==> src/rtl/serializer_arb.sv <==
// Round-robin arbiter feeding a shared serializer from NUM_REQ one-entry request buffers.
// Optional macro SERIALIZER_ARB_MOD_FILTER_EN drops words whose bit count is 1 or 2.
module serializer_arb #(
  parameter int unsigned NUM_REQ        = 4,
  parameter int unsigned DATA_BUS_WIDTH = 16,
  parameter int unsigned DATA_MOD_WIDTH = 5
) (
  input  logic                               clk_i,
  input  logic                               arst_ni,
  input  logic [NUM_REQ*DATA_BUS_WIDTH-1:0]  req_data_i,
  input  logic [NUM_REQ*DATA_MOD_WIDTH-1:0]  req_mod_i,
  input  logic [NUM_REQ-1:0]                 req_val_i,
  output logic [NUM_REQ-1:0]                 req_ready_o,
  output logic [DATA_BUS_WIDTH-1:0]          ser_data_o,
  output logic [DATA_MOD_WIDTH-1:0]          ser_mod_o,
  output logic                               ser_val_o,
  input  logic                               ser_busy_i,
  output logic [$clog2(NUM_REQ)-1:0]         grant_id_o,
  output logic                               drop_o
);

  localparam int unsigned GrantW = $clog2(NUM_REQ);

  typedef enum logic [1:0] {StArb, StIssue, StWaitStart, StWaitDone} state_e;

  state_e                    state_q, state_d;
  logic [NUM_REQ-1:0]        buf_valid_q, buf_valid_d;
  logic [DATA_BUS_WIDTH-1:0] buf_data_q [NUM_REQ];
  logic [DATA_MOD_WIDTH-1:0] buf_mod_q [NUM_REQ];
  logic [GrantW-1:0]         last_grant_q, last_grant_d;
  logic [GrantW-1:0]         grant_q, grant_d;
  logic [DATA_BUS_WIDTH-1:0] ser_data_q, ser_data_d;
  logic [DATA_MOD_WIDTH-1:0] ser_mod_q, ser_mod_d;
  logic                      wait_cnt_q, wait_cnt_d;
  logic                      ready_en_q;
  logic [NUM_REQ-1:0]        accept;
  logic [NUM_REQ-1:0]        filt;
  logic [GrantW-1:0]         rr_win;
  logic                      rr_found;
  int unsigned               rr_idx;

  // Ready is held low while in reset and for the remainder of the release cycle.
  assign req_ready_o = ready_en_q ? ~buf_valid_q : '0;
  assign accept      = req_val_i & req_ready_o;
  assign ser_val_o   = (state_q == StIssue);
  assign ser_data_o  = ser_data_q;
  assign ser_mod_o   = ser_mod_q;
  assign grant_id_o  = grant_q;

`ifdef SERIALIZER_ARB_MOD_FILTER_EN
  logic drop_q;

  always_comb begin
    filt = '0;
    for (int unsigned i = 0; i < NUM_REQ; i++) begin
      filt[i] = (req_mod_i[i*DATA_MOD_WIDTH +: DATA_MOD_WIDTH] == DATA_MOD_WIDTH'(1)) ||
                (req_mod_i[i*DATA_MOD_WIDTH +: DATA_MOD_WIDTH] == DATA_MOD_WIDTH'(2));
    end
  end

  always_ff @(posedge clk_i or negedge arst_ni) begin
    if (!arst_ni) drop_q <= 1'b0;
    else          drop_q <= |(accept & filt);
  end

  assign drop_o = drop_q;
`else
  assign filt   = '0;
  assign drop_o = 1'b0;
`endif

  // Search starts one past the last grant so every pending channel is served in turn.
  always_comb begin
    rr_found = 1'b0;
    rr_win   = '0;
    rr_idx   = 0;
    for (int unsigned k = 0; k < NUM_REQ; k++) begin
      rr_idx = (32'(last_grant_q) + 32'd1 + k) % NUM_REQ;
      if (!rr_found && buf_valid_q[GrantW'(rr_idx)]) begin
        rr_found = 1'b1;
        rr_win   = GrantW'(rr_idx);
      end
    end
  end

  always_comb begin
    buf_valid_d = buf_valid_q | (accept & ~filt);
    if (state_q == StIssue) buf_valid_d[grant_q] = 1'b0;
  end

  always_comb begin
    state_d      = state_q;
    grant_d      = grant_q;
    last_grant_d = last_grant_q;
    ser_data_d   = ser_data_q;
    ser_mod_d    = ser_mod_q;
    wait_cnt_d   = 1'b0;
    unique case (state_q)
      StArb: begin
        if (!ser_busy_i && rr_found) begin
          grant_d    = rr_win;
          ser_data_d = buf_data_q[rr_win];
          ser_mod_d  = buf_mod_q[rr_win];
          state_d    = StIssue;
        end
      end
      StIssue: begin
        last_grant_d = grant_q;
        state_d      = StWaitStart;
      end
      StWaitStart: begin
        // Two idle cycles without busy means the serializer ignored the word.
        if (ser_busy_i)      state_d    = StWaitDone;
        else if (wait_cnt_q) state_d    = StArb;
        else                 wait_cnt_d = 1'b1;
      end
      StWaitDone: begin
        if (!ser_busy_i) state_d = StArb;
      end
      default: state_d = StArb;
    endcase
  end

  always_ff @(posedge clk_i or negedge arst_ni) begin
    if (!arst_ni) begin
      state_q      <= StArb;
      buf_valid_q  <= '0;
      last_grant_q <= GrantW'(NUM_REQ - 1);
      grant_q      <= '0;
      ser_data_q   <= '0;
      ser_mod_q    <= '0;
      wait_cnt_q   <= 1'b0;
      ready_en_q   <= 1'b0;
      for (int unsigned i = 0; i < NUM_REQ; i++) begin
        buf_data_q[i] <= '0;
        buf_mod_q[i]  <= '0;
      end
    end else begin
      state_q      <= state_d;
      buf_valid_q  <= buf_valid_d;
      last_grant_q <= last_grant_d;
      grant_q      <= grant_d;
      ser_data_q   <= ser_data_d;
      ser_mod_q    <= ser_mod_d;
      wait_cnt_q   <= wait_cnt_d;
      ready_en_q   <= 1'b1;
      for (int unsigned i = 0; i < NUM_REQ; i++) begin
        if (accept[i]) begin
          buf_data_q[i] <= req_data_i[i*DATA_BUS_WIDTH +: DATA_BUS_WIDTH];
          buf_mod_q[i]  <= req_mod_i[i*DATA_MOD_WIDTH +: DATA_MOD_WIDTH];
        end
      end
    end
  end

endmodule

==> config.mk <==
export PLATFORM = sky130hd
export DESIGN_NAME = serializer_arb
export DESIGN_NICKNAME = d
export VERILOG_FILES = /design/src/rtl/serializer_arb.sv
export SDC_FILE = /design/constraint.sdc
export NUM_CORES = 1
export LEC_CHECK = 0
export BUFFER_PORTS_ARGS = -buffer_cell sky130_fd_sc_hd__buf_4
export CORE_MARGIN = 2
export CORE_UTILIZATION = 47
export CTS_CLUSTER_SIZE = 16
export DETAILED_ROUTE_END_ITERATION = 7
export PLACE_DENSITY = 0.73
export SLEW_MARGIN = 20
export SYNTH_ARGS = -nofsm -noshare
export SYNTH_HDL_FRONTEND = slang
export SYNTH_SLANG_ARGS = --single-unit
==> constraint.sdc <==
create_clock -name clk_i -period 1.57 [get_ports clk_i]
set_input_delay 0.157 -clock clk_i [delete_from_list [all_inputs] [get_ports clk_i]]
set_output_delay 0.157 -clock clk_i [all_outputs]
set_load 0.02 [all_outputs]
==> metrics.md, run 1 <==
| Metric | Value |
|---|---|
| Final hold violations | `0` |
| Sink Count | `between 100 and 150` |
| CP startpoint kind | `register` |
| Initial antenna violation count | `0` |
| Post-synthesis compound-gate area fraction | `0.132` |
| Simple logic cell fraction of the synthesized area | `0.0867` |
| Setup_tns | `-4.96 ns` |
| Clk Latency, worst-skew pair | `about 0.41 ns` |
| Antenna Cells | `0` |
| CTS Root Cell | `clkbuf_16` |
| Avg Inst Size Synth | `between 10 and 15 um2` |
| Via count | `~4400` |
| WL met3 | `just over 700 um` |
| Adder-cell share of the synthesized area | `0` |
| Min-delay worst type | `input pin to register` |
| First-pass GRT wire length | `between 20000 and 25000 um` |
| Hold Path Origin | `ser_busy_i` |
| Drt drc | `0` |
| Die X | `about 110 um` |
| Pleak | `3.93 nW` |
| Peak VDD IR | `~1300 uV` |
| Wire per inst | `19.2 um` |
| Yosys reg bits | `~120` |
| Met1 Wirelength | `about 6300 um` |
| Mapped Area | `roughly 5500 um2` |
| Number of max-cap violations | `0` |
| Vias/cell | `around 5.4` |
| CP endpoint kind | `register` |
| WL final | `15500 um` |
| Max FO, Critical Path | `6` |
| DR pass1 iterations | `5` |
| Largest net degree at the start of global routing | `between 40 and 50` |
| Remaining Overflow, GRT | `0` |
| RSZ-0062 raised after global routing | `true` |
| Worst Setup Path Type | `register to register` |
| F_max | `approximately 560 MHz` |
| Clk buf depth | `2` |
| Worst Hold End | `state_q[1]` |
| H-Tree Depth | `4` |
| Total power | `approximately 18 mW` |
| Slew Viols, Final | `0` |
| Starting density of the core | `0.481` |
| CP required | `between 1.5 and 2 ns` |
| # rows | `39` |
| I/O pin total | `between 100 and 150` |
| DP Wirelength | `about 9400 um` |
| Combinational family with the most area after synthesis | `multiplexers` |
| Wire length on met2 | `between 8000 and 9000 um` |
| Reg2Reg Depth | `7` |
| Ys Warns | `0` |
| Number of global-route vias before repair | `~4700` |
| Core Region | `11400 um2` |
| Net count, final | `around 740` |
| Final min period | `1.79 ns` |
| Worst setup margin | `-0.224 ns` |
| Port bufs | `around 120` |
| Area grow syn2layout | `57.4%` |
| Final period util | `1.14` |
| Syn nets | `around 500` |
| Reg-to-Reg Start | `buf_valid_q[1]` |
| Die ar. | `about 13000 um2` |
| Post-Syn Instances | `415` |
| Routed Antenna Nets | `0` |
| Setup violators final | `45` |
| Worst reg2reg setup slack | `-0.22 ns` |
| Total track usage | `0.245` |
| Post-synth cell types | `36` |
| Die height | `112 um` |
| CTS tree | `yes` |
| # placed instances | `roughly 680` |
| Fin cells | `between 800 and 900` |
| Post-Synth XOR/XNOR Area | `0` |
| Failing checks | `negative setup slack` |
| Post-synthesis mux area share | `0.211` |
| Status | `complete, but fails checks` |
| Clk_skew | `around 0.0064 ns` |
| Gp weighted congestion | `between 0.8 and 0.9` |
| Sequential area share after synthesis | `0.536` |
| Worst Hold Depth | `3` |
| Clk slew on worst S/H paths | `approximately 0.05 ns` |
| Share of layout cells above drive strength 1 | `0.501` |
| R2R Path End | `ser_data_o[4]` |
| Post-layout util | `0.757` |
| Top routing layer used | `met4` |
| Worst hold slack | `0.00840 ns` |
| WP data arrival | `around 2.1 ns` |
| DR iter-0 viols | `roughly 290` |
| Power density over cell area | `a little over 2000 nW/um2` |
| CTS Buf Count | `17` |
==> placed cells by master (no fill, tap or decap), types with 4 or more instances in the layout <==
cell type,count
and4_1,21
o21ai_2,21
clkinv_2,4
nor2_1,6
mux2i_4,9
o211ai_2,20
clkinvlp_4,4
mux2i_2,5
nand2_1,35
mux2i_1,7
clkbuf_16,21
a21oi_1,5
mux2_2,61
mux2_1,21
o31a_1,21
dlygate4sd3_1,86
buf_4,138
dfrtp_1,113
buf_12,11
buf_6,7
==> report_power, final <==
group | internal, mW | leakage, nW | switching (mW)
clock | 2.52 | 0.284 | 1.39
combinational | 4.54 | 2.22 | 3.75
sequential | 4.49 | 1.42 | 1.09
==> registers in the layout, summed over array words and instances, names as in the netlist <==
register and cells:
buf_data_q 64, ser_mod_o 5, wait_cnt_q 1, state_q 2, ser_data_o 16, last_grant_q 2
buf_valid_q 4, buf_mod_q 20, ready_en_q 1, grant_id_o 2
==> through the flow <==
step           area [um2]  setup slack [ns]
6_report             8610            -0.224
5_1_grt              8610            -0.283
4_1_cts              8230            -0.201
3_5_place_dp         6730            -0.188
3_3_place_gp         6730            -0.147
2_1_floorplan        5480            -0.115
==> cells in the mapped netlist <==
master    instances  area, um2
or2_2             1       6.26
o21ai_2          20        175
o31a_1           21        184
o21ai_1           3       15.0
o21ai_0           3       15.0
and4_1           21        184
mux2_2           63        709
nor2b_1           4       25.0
nor3_4            1       16.3
mux2_1           21        236
buf_2             6       30.0
mux2i_1          21        210
o211ai_2         20        250
a21oi_1           6       30.0
o22a_1            1       8.76
a31oi_1           1       6.26
buf_4             1       7.51
nand3b_4          1       20.0
nor3_1            1       5.00
a21o_1            1       7.51
conb_1            2       7.51
nor2_1            6       22.5
dfrtp_1         115       2880
buf_6             7       78.8
o211ai_1          1       7.51
nand2b_1          3       18.8
inv_1             1       3.75
a21oi_2           1       8.76
clkbuf_1         16       60.1
o21a_1            2       15.0
nor4_1            1       6.26
and2b_1           2       15.0
dfstp_2           2       52.6
or4_1             1       7.51
nand2_1          37        139
nor4b_1           1       8.76
==> how the worst max path moves through the flow <==
stage          slack (ns)             to       startpoint  cells past startpoint
2_1_floorplan       -0.12  ser_data_o[0]   buf_valid_q[3]                      6
5_1_grt             -0.28   ser_mod_o[4]   buf_valid_q[1]                      7
3_3_place_gp        -0.15  ser_data_o[2]  last_grant_q[0]                      6
6_report            -0.22  ser_data_o[4]   buf_valid_q[1]                      7
4_1_cts             -0.20   ser_mod_o[1]  last_grant_q[0]                      7
3_5_place_dp        -0.19  ser_data_o[6]   buf_valid_q[1]                      6
==> final cells by class <==
cell class | instances | area, um2
clock inverter | 13 | 158
clock buffer | 18 | 439
fill | 704 | 2760
sequential | 117 | 2930
inverter | 1 | 3.75
timing repair buffer | 247 | 2320
tap | 143 | 179
multi-input combinational | 267 | 2570
==> routing by layer <==
metal,GRT usage,vias up
li1,-,1999
met1,0.298,2194
met2,0.433,136
met3,0.0599,21
met4,0.0708,0
met5,0,-
==> critical path: stages (launching register included) <==
cell	delay, ns
dfrtp_2	0.46
nor2b_4	0.16
o21a_4	0.23
nor3_4	0.18
buf_6	0.16
clkbuf_16	0.16
mux2i_1	0.23
o211ai_2	0.09
==> kinds of logic after synthesis <==
logic type,after synthesis
flip-flops,117
buffers and inverters,31
AND/OR/NAND/NOR,80
multiplexers,105
AO/OA/AOI/OAI,80
other,2
==> timing repair <==
item | 4_1_cts | 5_1_grt
endpoints found under the setup margin | 23 | 46
cloned | 1 | 5
endpoints found under the hold margin | 112 | 2
hold buffers | 84 | 2
pin swaps | 0 | 6
resized for setup | 8 | 44
buffers inserted | 3 | 4
No activity file was read; power rests on OpenSTA's default activity.
==> run 2: changes to the inputs <==
Settings changed: REMOVE_ABC_BUFFERS from default to 1.
==> run 2 against run 1 <==
The run still ends with negative setup slack left. Global-route usage grew 1.4 points. Critical path depth is the same. Combinational power grew 13%. Cell count grew 1.2%. Wire length grew 20%. Fmax shrank 4.0%. Non-clock buffer count grew 10. Clock-buffer cell count grew 5. Clock skew grew 0.0012 ns. Largest power group unchanged.
==> metrics.md, run 2 (synthesis results as in run 1) <==
| Metric | Value |
|---|---|
| Area grow syn2layout | `61.6%` |
| Most frequent cells in the layout | `133 x buf_4, 112 x dfrtp_1, 85 x dlygate4sd3_1` |
| Number of global-route vias before repair | `4769 (+1.6%)` |
| Reg2Reg Depth | `7 (unchanged)` |
| Worst Setup Path Type | `register to register` |
| Critical Path Sink | `ser_data_o[13]` |
| Worst reg2reg setup slack | `-0.30 ns (-0.07 ns)` |
| Clk slew on worst S/H paths | `0.06 ns (about the same)` |
| Final min period | `1.87 ns (+0.0744 ns)` |
| Total track usage | `0.259 (+0.0143)` |
| Min-delay worst type | `input pin to register` |
| Core Region | `11400 um2 (unchanged)` |
| R2R Path End | `ser_data_o[13]` |
| Most frequent CP cell | `buf_6` |
| Share of layout cells above drive strength 1 | `0.518 (+0.0171)` |
| Net count, final | `753 (+1.5%)` |
| Reg-to-Reg Start | `buf_valid_q[1]` |
| Worst slew margin | `0.622` |
| Clk buf depth | `2 (unchanged)` |
| Status | `complete, but fails checks` |
| CTS Buf Count | `17 (unchanged)` |
| WP data arrival | `2.16 ns (+0.08 ns)` |
| Gp weighted congestion | `0.776 (-11%)` |
| Fin cells | `816 (+1.2%)` |
| Largest net degree at the start of global routing | `43 (-6.5%)` |
| Most common cell after layout, fill and taps aside | `buf_4` |
| Worst-margin pin slew | `about 0.57 ns` |
| Total power | `18.3 mW (+2.9%)` |
| Critical path origin | `buf_valid_q[1]` |
| DR iter-0 viols | `310 (+8.8%)` |
| Setup_tns | `-8.22 ns (-3.26 ns)` |
| CP required | `1.86 ns (about the same)` |
| Cell Chain, Critical Path | `buf_6 > o21a_4 > nor3_4 > buf_6 > buf_12 > mux2i_2 > o211ai_2` |
| Final period util | `1.19 (+0.0474)` |
| WP buf/inv | `3 (+1)` |
| CTS tree | `yes` |
| Initial antenna violation count | `1 (+1)` |
| I/O pin total | `120 (unchanged)` |
| Setup violators final | `67 (+49%)` |
| Die ar. | `12500 um2 (unchanged)` |
| Pre-CTS WS | `-0.345 ns (-0.157 ns)` |
| Post-route cell area | `8840 um2 (+2.7%)` |
| Starting density of the core | `0.481 (unchanged)` |
| Power density over cell area | `2070 nW/um2 (+0.21%)` |
| Pleak | `4.02 nW (+2.4%)` |
| First-pass GRT wire length | `25000 um (+5.2%)` |
| Routed Antenna Nets | `0 (unchanged)` |
| Remaining Overflow, GRT | `0 (unchanged)` |
| Wire per inst | `22.8 um (+19%)` |
| Die height | `112 um (unchanged)` |
| # placed instances | `679 (+0.44%)` |
| Biggest register | `buf_data_q` |
| Final hold violations | `0 (unchanged)` |
| Worst Hold Depth | `3 (unchanged)` |
| Number of max-cap violations | `0 (unchanged)` |
| CP startpoint kind | `register` |
| Top Family by Delay on Critical Path | `buffers and inverters` |
| Post-layout util | `0.777 (+0.0202)` |
| Slew Viols, Final | `0 (unchanged)` |
| DR pass1 iterations | `5 (unchanged)` |
| Slowest cell delay on critical path | `0.46 ns (about the same)` |
| F_max | `535 MHz (-4.0%)` |
| Vias/cell | `5.83 (+8.1%)` |
| # rows | `39 (unchanged)` |
| Failing checks | `negative setup slack` |
| Port bufs | `118 (unchanged)` |
| Die X | `112 um (unchanged)` |
| Worst setup margin | `-0.298 ns (-0.0744 ns)` |
| RSZ-0062 raised after global routing | `true` |
| CP endpoint kind | `register` |
| WL final | `18600 um (+20%)` |
| DP Wirelength | `9150 um (-2.2%)` |
| Max FO, Critical Path | `6 (unchanged)` |
| Peak VDD IR | `1190 uV (-8.1%)` |
| Post-DP Area | `6760 um2 (+0.52%)` |
| Largest register FFs | `64 (unchanged)` |
| CP max-delay cell | `dfrtp_2` |
| Crit path depth | `7 (unchanged)` |
| Drt drc | `0 (unchanged)` |
| Worst hold slack | `0.0150 ns (+0.00664 ns)` |
| Clk Latency, worst-skew pair | `0.41 ns (about the same)` |
| Clk_skew | `0.00766 ns (+0.00122 ns)` |
| H-Tree Depth | `4 (unchanged)` |
| Via count | `4760 (+9.4%)` |
| Sink Count | `117 (unchanged)` |
| CTS Root Cell | `clkbuf_16` |
[run 2: what timing repair did]
item	CTS	global route
endpoints found under the setup margin	24	88
pin swaps	2	13
gates cloned	2	10
hold buffers	81	4
buffers inserted	4	8
hold endpoints to repair	105	4
resized for setup	31	54
[run 2: worst min-delay path, stage by stage]
cell and delay [ns]:
buf_4 0.08, a21oi_1 0.05, nor2_1 0.09
[run 2: how the worst min path moves through the flow]
stage | start | to | slack (ns)
after global placement | arst_ni | buf_data_q[9] | 0.08
after floorplan | arst_ni | buf_data_q[0] | -0.14
after global routing | req_mod_i[7] | buf_mod_q[12] | 0.02
after CTS | req_data_i[12] | buf_data_q[60] | 0.0006
after detailed placement | arst_ni | buf_data_q[9] | 0.09
final | req_val_i[0] | buf_valid_q[0] | 0.02
[run 2: metal layers]
layer,track usage,wire length [um]
met1,0.320,6970
met5,0,0
met2,0.440,9150
met3,0.0621,1500
met4,0.105,965
[run 2: layout make-up]
| cell class | count | area (um2) |
|---|---|---|
| inverter | 1 | 3.75 |
| timing repair buffer | 257 | 2520 |
| multi-input combinational | 268 | 2700 |
| antenna | 1 | 2.50 |
| clock buffer | 23 | 478 |
| tap | 143 | 179 |
| fill | 615 | 2530 |
| sequential | 117 | 2930 |
| clock inverter | 6 | 30.0 |
[run 2: report_power, final]
group / leakage, nW / internal, mW / switching [mW]
combinational: 2.34 / 4.90 / 4.43
clock: 0.258 / 2.09 / 1.27
sequential: 1.42 / 4.49 / 1.11
total: 4.02 / 11.5 / 6.81
==> run 3: changes to the inputs <==
Settings changed: CORE_ASPECT_RATIO from default to 1.25.
==> run 3 against run 2 <==
Sequential cell count did not move. The flow still finishes with violations (negative setup slack). Wire length decreased by 2.1%. Clock-buffer cell count is 5 higher. Fmax up 1.7%. Worst setup slack better by 0.031 ns. Largest cell class unchanged. Non-clock buffer count stayed put. Design area down 0.38%. Register-to-register slack gained 0.03 ns. Via count is 1.5% lower. Global-route usage increased by 1.4 points.
==> metrics.md, run 3 (synthesis results as in run 1) <==
| Metric | Value |
|---|---|
| CP endpoint kind | `register` |
| Clk buf depth | `2 (unchanged)` |
| Setup violators final | `46 (-31%)` |
| Routed Antenna Nets | `0 (unchanged)` |
| Setup_tns | `-6.65 ns (+1.57 ns)` |
| CP startpoint kind | `register` |
| Fin cells | `811 (-0.61%)` |
| Final period util | `1.17 (-0.0196)` |
| Area grow syn2layout | `60.9%` |
| DR iter-0 viols | `330 (+6.5%)` |
| Port bufs | `118 (unchanged)` |
| Internal power | `11.6 mW (+0.98%)` |
| Power density over cell area | `2060 nW/um2 (-0.40%)` |
| Most frequent cells in the layout | `136 x buf_4, 111 x dfrtp_1, 87 x dlygate4sd3_1` |
| Number of max-cap violations | `0 (unchanged)` |
| FILL cells | `645 (+4.9%)` |
| WL final | `18200 um (-2.1%)` |
| Clk Latency, worst-skew pair | `0.42 ns (about the same)` |
| DR pass1 iterations | `5 (unchanged)` |
| CTS tree | `yes` |
| Most common cell after layout, fill and taps aside | `buf_4` |
| Largest net degree at the start of global routing | `51 (+19%)` |
| Post-layout util | `0.765 (-0.0122)` |
| Final min period | `1.84 ns (-0.0308 ns)` |
| Clk_skew | `0.0103 ns (+0.00268 ns)` |
| Gp weighted congestion | `0.811 (+4.4%)` |
| Via count | `4687 (-1.5%)` |
| Pleak | `4.06 nW (+0.99%)` |
| Failing checks | `negative setup slack` |
| Starting density of the core | `0.476 (-0.00570)` |
| Status | `complete, but fails checks` |
| Wire per inst | `22.4 um (-1.5%)` |
| Clk slew on worst S/H paths | `0.05 ns (about the same)` |
| Multi-input gate area in the final layout | `2620 um2 (-2.9%)` |
| CTS Root Cell | `clkbuf_16` |
| DP Wirelength | `9300 um (+1.6%)` |
| Total track usage | `0.273 (+0.0135)` |
| # rows | `44 (+13%)` |
| # placed instances | `673 (-0.88%)` |
| Die ar. | `12500 um2 (about the same)` |
| Die height | `125 um (+11%)` |
| Largest register FFs | `64 (unchanged)` |
| Combinational share of power | `0.485 (-0.025)` |
| Worst-margin pin slew | `0.538 ns (-0.0273 ns)` |
| Number of global-route vias before repair | `4872 (+2.2%)` |
| Sw power | `6.55 mW (-3.7%)` |
| Worst Setup Path Type | `register to register` |
| Drt drc | `0 (unchanged)` |
| Clock share of power | `0.206 (+0.022)` |
| Vias/cell | `5.78 (-0.93%)` |
| Slew Viols, Final | `0 (unchanged)` |
| Antenna Cells | `0 (-1)` |
| CP required | `1.86 ns (about the same)` |
| F_max | `544 MHz (+1.7%)` |
| Die X | `101 um (-10%)` |
| Share of layout cells above drive strength 1 | `0.513 (-0.00523)` |
| Min-delay worst type | `input pin to register` |
| Remaining Overflow, GRT | `0 (unchanged)` |
| Peak VDD IR | `1440 uV (+21%)` |
| Net count, final | `752 (-0.13%)` |
| Biggest register | `buf_data_q` |
| Initial antenna violation count | `0 (-1)` |
| Register area | `2940 um2 (about the same)` |
| Total power | `18.2 mW (-0.78%)` |
| Worst setup margin | `-0.267 ns (+0.0308 ns)` |
| I/O pin total | `120 (unchanged)` |
| RSZ-0062 raised after global routing | `true` |
| CTS Buf Count | `17 (unchanged)` |
| Core Region | `11500 um2 (+1.2%)` |
| Fraction of power consumed by sequential logic | `0.309 (+0.003)` |
| First-pass GRT wire length | `25900 um (+3.6%)` |
| Final hold violations | `0 (unchanged)` |
| Max FO, Critical Path | `21 (+15)` |
| Worst slew margin | `0.640 (+0.0183)` |
| Worst hold slack | `0.0338 ns (+0.0188 ns)` |
| Switch share | `0.361 (-0.0111)` |
| Sink Count | `117 (unchanged)` |
| H-Tree Depth | `4 (unchanged)` |
| WP data arrival | `2.12 ns (-0.04 ns)` |
-- run 3: timing repair --
action / 4_1_cts / 5_1_grt
hold buffers: 86 / 1
setup endpoints to repair: 60 / 90
hold endpoints to repair: 113 / 1
buffers inserted: 9 / 8
pin swaps: 5 / 4
resized for setup: 29 / 51
cloned: 5 / 3
-- run 3: power by group through the flow --
stage               Combinational (mW)  Sequential (mW)  Clock (mW)
global placement                  6.39             5.31           0
global route                      9.23             5.77        3.92
floorplan                         3.92             5.40           0
finish                            8.80             5.62        3.74
CTS                               7.74             5.37        3.74
detailed placement                6.61             5.35           0
-- run 3: stage by stage --
stage          setup slack, ns  instance area, um2
3_5_place_dp            -0.227                6760
4_1_cts                 -0.176                8500
2_1_floorplan           -0.903                5300
3_3_place_gp            -0.184                6760
5_1_grt                 -0.287                8810
6_report                -0.267                8810
-- run 3: worst max-delay path, cell delays in order, from the launching register on --
cell and delay [ns]:
dfrtp_2 0.45, buf_6 0.15, o21a_4 0.20, buf_4 0.22
o31a_1 0.36, o21ai_2 0.21, o211ai_2 0.12
-- run 3: final timing paths --
| kind | cells after the start | startpoint | to | slack [ns] |
|---|---|---|---|---|
| min in group asynchronous | 2 | arst_ni | buf_data_q[18] | 0.23 |
| max | 6 | buf_valid_q[3] | ser_data_o[11] | -0.27 |
| min reg2reg | 1 | wait_cnt_q | wait_cnt_q | 0.45 |
| min | 2 | req_data_i[14] | buf_data_q[62] | 0.03 |
| max reg2reg | 6 | buf_valid_q[3] | ser_data_o[11] | -0.27 |
| max in group asynchronous | 3 | arst_ni | last_grant_q[1] | 0.71 |
-- run 3: area by class of cell --
class | instances | share of cell area
multi-input cells | 267 | 0.297
well taps | 138 | 0.0196
clock inverters | 3 | 0.00455
clock buffers | 28 | 0.0598
repair buffers | 257 | 0.285
flip-flops and latches | 117 | 0.333
inverters | 1 | 0.000426
-- run 3: per-layer routing --
metal  part of all wire  vias up  global-route usage
met2               0.52      226               0.455
met3              0.052       56              0.0499
met1               0.39     2381               0.343
met5                  0        -                   0
met4              0.039        0               0.121
li1                   -     2024                   -
